File: config.mk
export PLATFORM = sky130hd
export DESIGN_NAME = dm_arbiter_flat
export DESIGN_NICKNAME = d
export VERILOG_FILES = /design/src/rtl/dm_arbiter_pkg.sv /design/src/rtl/dm_arbiter_if.sv /design/src/rtl/dm_arbiter_rr_picker.sv /design/src/rtl/dm_arbiter.sv /design/src/flat_wrapper.sv
export SDC_FILE = /design/constraint.sdc
export NUM_CORES = 1
export LEC_CHECK = 0
export ABC_CLOCK_PERIOD_IN_PS = 6200
export BUFFER_PORTS_ARGS = -buffer_cell sky130_fd_sc_hd__buf_4
export CAP_MARGIN = 20
export CELL_PAD_IN_SITES_DETAIL_PLACEMENT = 1
export CELL_PAD_IN_SITES_GLOBAL_PLACEMENT = 1
export CORE_ASPECT_RATIO = 1.4
export CORE_MARGIN = 2
export CORE_UTILIZATION = 35
export DETAILED_ROUTE_END_ITERATION = 8
export GPL_TIMING_DRIVEN = 0
export PLACE_DENSITY = 0.83
export SLEW_MARGIN = 20
export SYNTH_ARGS = -nofsm -noshare
export SYNTH_HDL_FRONTEND = slang
export SYNTH_HIERARCHICAL = 1
export SYNTH_SLANG_ARGS = --single-unit
File: constraint.sdc
create_clock -name clock -period 6.2 [get_ports clock]
set_input_delay 0.93 -clock clock [delete_from_list [all_inputs] [get_ports clock]]
set_output_delay 0.93 -clock clock [all_outputs]
set_load 0.1 [all_outputs]
File: src/rtl/dm_arbiter_pkg.sv
// Shared defaults and FSM encoding for the data-memory arbiter.
package dm_arb_pkg;
  localparam int NUM_CORES_DEF = 4;
  localparam int ADDR_W_DEF    = 8;
  localparam int DATA_W_DEF    = 16;

  typedef enum logic [1:0] {
    IDLE   = 2'd0,
    ACCESS = 2'd1,
    WAIT   = 2'd2,
    RESP   = 2'd3
  } state_e;
endpackage

File: src/rtl/dm_arbiter_if.sv
// Core-side request bus plus data-memory port of the arbiter.
interface dm_arbiter_if
  import dm_arb_pkg::*;
#(
  parameter int NUM_CORES = NUM_CORES_DEF,
  parameter int ADDR_W    = ADDR_W_DEF,
  parameter int DATA_W    = DATA_W_DEF
);
  logic [NUM_CORES-1:0]             req;
  logic [NUM_CORES-1:0]             we;
  logic [NUM_CORES-1:0][ADDR_W-1:0] addr;
  logic [NUM_CORES-1:0][DATA_W-1:0] wdata;
  logic [NUM_CORES-1:0]             done_in;
  logic [NUM_CORES-1:0]             ack;
  logic [DATA_W-1:0]                rdata;
  logic                             mem_we;
  logic [ADDR_W-1:0]                mem_addr;
  logic [DATA_W-1:0]                mem_wdata;
  logic [DATA_W-1:0]                mem_rdata;
  logic [NUM_CORES-1:0]             core_done;
  logic                             all_done;

  modport slave (
    input  req, we, addr, wdata, done_in, mem_rdata,
    output ack, rdata, mem_we, mem_addr, mem_wdata, core_done, all_done
  );

  modport master (
    output req, we, addr, wdata, done_in, mem_rdata,
    input  ack, rdata, mem_we, mem_addr, mem_wdata, core_done, all_done
  );
endinterface

File: src/rtl/dm_arbiter_rr_picker.sv
// Combinational round-robin chooser: first eligible index after last_i, wrapping.
module rr_picker #(
  parameter int N  = 4,
  parameter int CW = 2
) (
  input  logic [N-1:0]  elig_i,
  input  logic [CW-1:0] last_i,
  output logic [CW-1:0] idx_o,
  output logic          vld_o
);
  logic [CW-1:0] cand;

  // Walk offsets from farthest to nearest so the nearest eligible index wins.
  always_comb begin
    idx_o = '0;
    vld_o = 1'b0;
    cand  = '0;
    for (int k = N; k >= 1; k--) begin
      cand = CW'((int'(last_i) + k) % N);
      if (elig_i[cand]) begin
        idx_o = cand;
        vld_o = 1'b1;
      end
    end
  end
endmodule

File: src/rtl/dm_arbiter.sv
// Shared data-memory arbiter: round-robin grant, one access per 4-cycle
// IDLE/ACCESS/WAIT/RESP sequence, sticky per-core done flags.
module dm_arbiter
  import dm_arb_pkg::*;
#(
  parameter int NUM_CORES = NUM_CORES_DEF,
  parameter int ADDR_W    = ADDR_W_DEF,
  parameter int DATA_W    = DATA_W_DEF
) (
  input  logic         clock,
  input  logic         reset_n,
  dm_arbiter_if.slave  bus
);
  localparam int CW = (NUM_CORES > 1) ? $clog2(NUM_CORES) : 1;

  state_e               state_q, state_d;
  logic [CW-1:0]        grant_q, last_q;
  logic                 we_q;
  logic [ADDR_W-1:0]    addr_q;
  logic [DATA_W-1:0]    wdata_q, rdata_q;
  logic [NUM_CORES-1:0] done_q, elig, ack_d;
  logic [CW-1:0]        pick_idx;
  logic                 pick_vld;

  assign elig = bus.req & ~done_q;

  rr_picker #(.N(NUM_CORES), .CW(CW)) u_pick (
    .elig_i (elig),
    .last_i (last_q),
    .idx_o  (pick_idx),
    .vld_o  (pick_vld)
  );

  always_comb begin
    state_d = state_q;
    ack_d   = '0;
    unique case (state_q)
      IDLE:    if (pick_vld) state_d = ACCESS;
      ACCESS:  state_d = WAIT;
      WAIT:    state_d = RESP;
      RESP: begin
        state_d        = IDLE;
        ack_d[grant_q] = 1'b1;
      end
      default: state_d = IDLE;
    endcase
  end

  always_ff @(posedge clock or negedge reset_n) begin
    if (!reset_n) begin
      state_q <= IDLE;
      grant_q <= '0;
      last_q  <= CW'(NUM_CORES - 1);
      we_q    <= 1'b0;
      addr_q  <= '0;
      wdata_q <= '0;
      rdata_q <= '0;
      done_q  <= '0;
    end else begin
      state_q <= state_d;
      done_q  <= done_q | bus.done_in;
      // Snapshot the winner so input changes mid-access have no effect.
      if (state_q == IDLE && pick_vld) begin
        grant_q <= pick_idx;
        we_q    <= bus.we[pick_idx];
        addr_q  <= bus.addr[pick_idx];
        wdata_q <= bus.wdata[pick_idx];
      end
      if (state_q == WAIT && !we_q) rdata_q <= bus.mem_rdata;
      if (state_q == RESP)          last_q  <= grant_q;
    end
  end

  assign bus.mem_we    = (state_q == ACCESS) && we_q;
  assign bus.mem_addr  = (state_q == ACCESS) ? addr_q  : '0;
  assign bus.mem_wdata = (state_q == ACCESS) ? wdata_q : '0;
  assign bus.ack       = ack_d;
  assign bus.rdata     = rdata_q;
  assign bus.core_done = done_q;
  assign bus.all_done  = &done_q;
endmodule

File: src/flat_wrapper.sv
// flat-port wrapper written by rule: the top's interface ports become plain ports
module dm_arbiter_flat import dm_arb_pkg::*;
#(
  parameter int NUM_CORES = NUM_CORES_DEF,
  parameter int ADDR_W    = ADDR_W_DEF,
  parameter int DATA_W    = DATA_W_DEF
)
  (clock, reset_n, bus_req, bus_we, bus_addr, bus_wdata, bus_done_in, bus_mem_rdata, bus_ack, bus_rdata, bus_mem_we, bus_mem_addr, bus_mem_wdata, bus_core_done, bus_all_done);
  dm_arbiter_if #(.NUM_CORES(NUM_CORES), .ADDR_W(ADDR_W), .DATA_W(DATA_W)) bus_i ();
  input  logic clock;
  input  logic reset_n;
  input wire logic [$bits(bus_i.req)-1:0] bus_req;
  input wire logic [$bits(bus_i.we)-1:0] bus_we;
  input wire logic [$bits(bus_i.addr)-1:0] bus_addr;
  input wire logic [$bits(bus_i.wdata)-1:0] bus_wdata;
  input wire logic [$bits(bus_i.done_in)-1:0] bus_done_in;
  input wire logic [$bits(bus_i.mem_rdata)-1:0] bus_mem_rdata;
  output wire logic [$bits(bus_i.ack)-1:0] bus_ack;
  output wire logic [$bits(bus_i.rdata)-1:0] bus_rdata;
  output wire logic [$bits(bus_i.mem_we)-1:0] bus_mem_we;
  output wire logic [$bits(bus_i.mem_addr)-1:0] bus_mem_addr;
  output wire logic [$bits(bus_i.mem_wdata)-1:0] bus_mem_wdata;
  output wire logic [$bits(bus_i.core_done)-1:0] bus_core_done;
  output wire logic [$bits(bus_i.all_done)-1:0] bus_all_done;
  assign bus_i.req = bus_req;
  assign bus_i.we = bus_we;
  assign bus_i.addr = bus_addr;
  assign bus_i.wdata = bus_wdata;
  assign bus_i.done_in = bus_done_in;
  assign bus_i.mem_rdata = bus_mem_rdata;
  assign bus_ack = bus_i.ack;
  assign bus_rdata = bus_i.rdata;
  assign bus_mem_we = bus_i.mem_we;
  assign bus_mem_addr = bus_i.mem_addr;
  assign bus_mem_wdata = bus_i.mem_wdata;
  assign bus_core_done = bus_i.core_done;
  assign bus_all_done = bus_i.all_done;
  dm_arbiter #(.NUM_CORES(NUM_CORES), .ADDR_W(ADDR_W), .DATA_W(DATA_W)) u_core (.clock(clock), .reset_n(reset_n), .bus(bus_i));
endmodule
==> qor.csv <==
stage;metric;value;unit
logic_synthesis;syn-cell-area;2910;um^2
logic_synthesis;ys_seq_area_share;43.9;%
finish;nets;513;
logic_synthesis;netlist.area_leader.share;42.1;%
finish;drive_gt1_share;69.2;%
sta;setup_viol;0;
place;post-place-ws;3190;ps
cts;root_buffer;clkbuf_16;
sta;hold_viol;0;
die;die_x;81.1;um
route;viasPerCell;4.91;
global_route;grt_pass1_wl;13400;um
sta;fin_ws;3270;ps
sta;slew_violations;0;
global_route;grt_antenna_before_repair;0;
power;p_leak;0.00218;uW
die;pin_count;176;
sta;min_period_over_period;47.3;%
route;finalWirelength;8520;um
min_path;min_path_type;reg2reg;
sta;min_period;2930;ps
logic_synthesis;ys_seq_elements;51;
cts;htreeDepth;2;
global_route;grt_pass1_vias;2746;
cts;cts_inserted_buffers;5;
die;initial_utilization;35.9;%
cts;hold_buffers;0;
route;drc;0;
global_route;grt_overflow_total;0;
sta;skew;7.39;ps
critical_path;path_class;reg2out;
route;drt-initial-drc-count;90;
critical_path;crit_arrival;2000;ps
cts;cts_buffer_depth;2;
route;drtAntennaViolNets;0;
global_route;grt_max_degree;52;
logic_synthesis;syn_nets;331;
cts;cts.sink_count;51;
logic_synthesis;synth_cell_type_count;27;
finish;area_delta_synth_final;54.9;%
flow_run;drv_cap;0;
critical_path;cp-start-kind;flip-flop;
cts;postCtsSetupBuffers;0;
critical_path;end_kind;output pin;
die;die_h;112;um
logic_synthesis;syn_area_per_cell;14.6;um^2
global_route;grt.total_usage;19.3;%
cts;cts_tree;done;
place;dp_hpwl;7030;um
place;io_buffers;175;
die;core-area;8100;um^2
die;row_count;39;
cts;insertion_delay;280;ps
sta;tightest_slew;665;ps
cts;cts_resized;0;
route;first_pass_iters;4;
sta;fmax;0.341;GHz
power;power_density;364;nW/um^2
sta;setup_tns;0;ps
cts;cts.clk_slew.worst_paths;70;ps
logic_synthesis;synthCells;200;
logic_synthesis;synth_area_leader_cell;dfrtp_1;
finish;fillCellCount;896;
route;wl_per_cell;17.6;um
sta;rsz0062_at_grt;false;
die;dieArea;9070;um^2
finish;fin_cells;485;
logic_synthesis;yosys_warnings;6;
sta;maxSlewHeadroom;55.7;%
place;dp.cells;477;
logic_synthesis;synthTopCellsByArea;dfrtp_1 (42%), mux2_2 (18%), mux4_2 (15%);
critical_path;crit_path_max_fanout;10;
power;ir_drop;0.264;mV
place;place_congestion;0.715;
route;vias;2380;
outcome;status;complete, no violations;
critical_path;required;5270;ps
finish;antenna_cells;0;
[path summary, 6_finish.rpt]
kind / from / end / slack, ps / depth (start not counted)
worst max-delay path: u_core/state_q[1]$_DFFE_PN0P_ / bus_mem_wdata[0] / 3270 / 5
worst min-delay path: u_core/wdata_q[10]$_DFFE_PN0P_ / u_core/wdata_q[10]$_DFFE_PN0P_ / 500 / 1
worst max register to register: u_core/bus.core_done[3]$_DFF_PN0_ / u_core/wdata_q[6]$_DFFE_PN0P_ / 3830 / 8
worst min register to register: u_core/wdata_q[10]$_DFFE_PN0P_ / u_core/wdata_q[10]$_DFFE_PN0P_ / 500 / 1
max in group asynchronous: reset_n / u_core/wdata_q[10]$_DFFE_PN0P_ / 5070 / 1
min in group asynchronous: reset_n / u_core/bus.core_done[1]$_DFF_PN0_ / 660 / 1
[state kept, by name, summed over array words and instances (netlist names)]
signal and count:
u_core/we_q 1, u_core/bus.rdata 16, u_core/state_q 2, u_core/grant_q 2, u_core/last_q 2, u_core/addr_q 8, u_core/wdata_q 16, u_core/bus.core_done 4
[critical path, cell delays in order, from the launching register on]
cell	delay (ps)
dfrtp_1	430
inv_1	100
ha_1	290
clkbuf_1	400
and2_1	200
buf_4	290
[report_power, final]
group          internal [uW]  switching [uW]
Sequential               410            45.3
Combinational            258             646
Clock                    161             120
Total                    830             811
[synth_stat cells]
cell	number
and4_1	1
o221ai_2	1
and3_1	1
a21oi_2	1
nand2b_1	4
and2b_1	1
and2_1	25
and3b_1	1
nor3b_1	1
a21oi_1	3
mux2i_1	1
a31oi_1	1
nor2b_1	5
dfstp_2	2
mux4_2	19
nand2_1	3
inv_1	3
ha_1	5
buf_2	6
buf_12	2
clkbuf_1	3
buf_6	1
mux4_1	6
mux2_2	46
nor2_1	5
or2_2	4
dfrtp_1	49
[per-stage QoR]
step,total power (uW),utilization (%),area (um^2),hold slack (ps)
2_1_floorplan,1130,-,2910,471
4_1_cts,1660,55.6,4510,502
5_1_grt,1720,55.6,4510,522
6_report,1640,55.6,4510,500
3_5_place_dp,1380,53.7,4350,487
3_3_place_gp,1350,53.7,4350,479
[area by class of cell]
cell class                 count  area (um^2)  share of cell area, %
inverter                       3         11.3                  0.250
tap                          102          128                   2.83
clock inverter                 2         16.3                  0.361
multi-input combinational    134         1530                   33.9
clock buffer                   6          139                   3.08
buffer                        12         92.6                   2.05
sequential                    51         1280                   28.4
timing repair buffer         175         1310                   29.2
[kinds of logic (layout without fill, tap and decap cells)]
| kind of cell | after synthesis | in the layout | synth area share [%] |
|---|---|---|---|
| AO/OA/AOI/OAI | 6 | 6 | 1.55 |
| adder cells (fa/ha/maj) | 5 | 5 | 2.15 |
| buffers and inverters | 15 | 198 | 3.57 |
| flip-flops | 51 | 51 | 43.9 |
| multiplexers | 72 | 72 | 38.3 |
| AND/OR/NAND/NOR | 51 | 51 | 10.5 |
[cells in the final DEF, fill, tap and decap left out, drive strengths merged, types with 2 or more instances in the layout]
cell      n
a21oi     4
and2     25
buf     184
clkbuf    9
dfrtp    49
dfstp     2
ha        5
inv       3
mux2     46
mux4     25
nand2     3
nand2b    4
nor2      5
nor2b     5
or2       4
[routing by layer]
metal / share of wire (%) / wire (um) / vias up / global-route usage [%]
met2: 59 / 4990 / 102 / 37.4
met1: 34 / 2880 / 1169 / 20.5
met4: 0.94 / 80 / 0 / 3.84
li1: - / - / 1103 / -
met3: 6.6 / 566 / 6 / 4.62
met5: 0 / 0 / - / 0
Note: power is estimated with default switching activity, not from simulation.
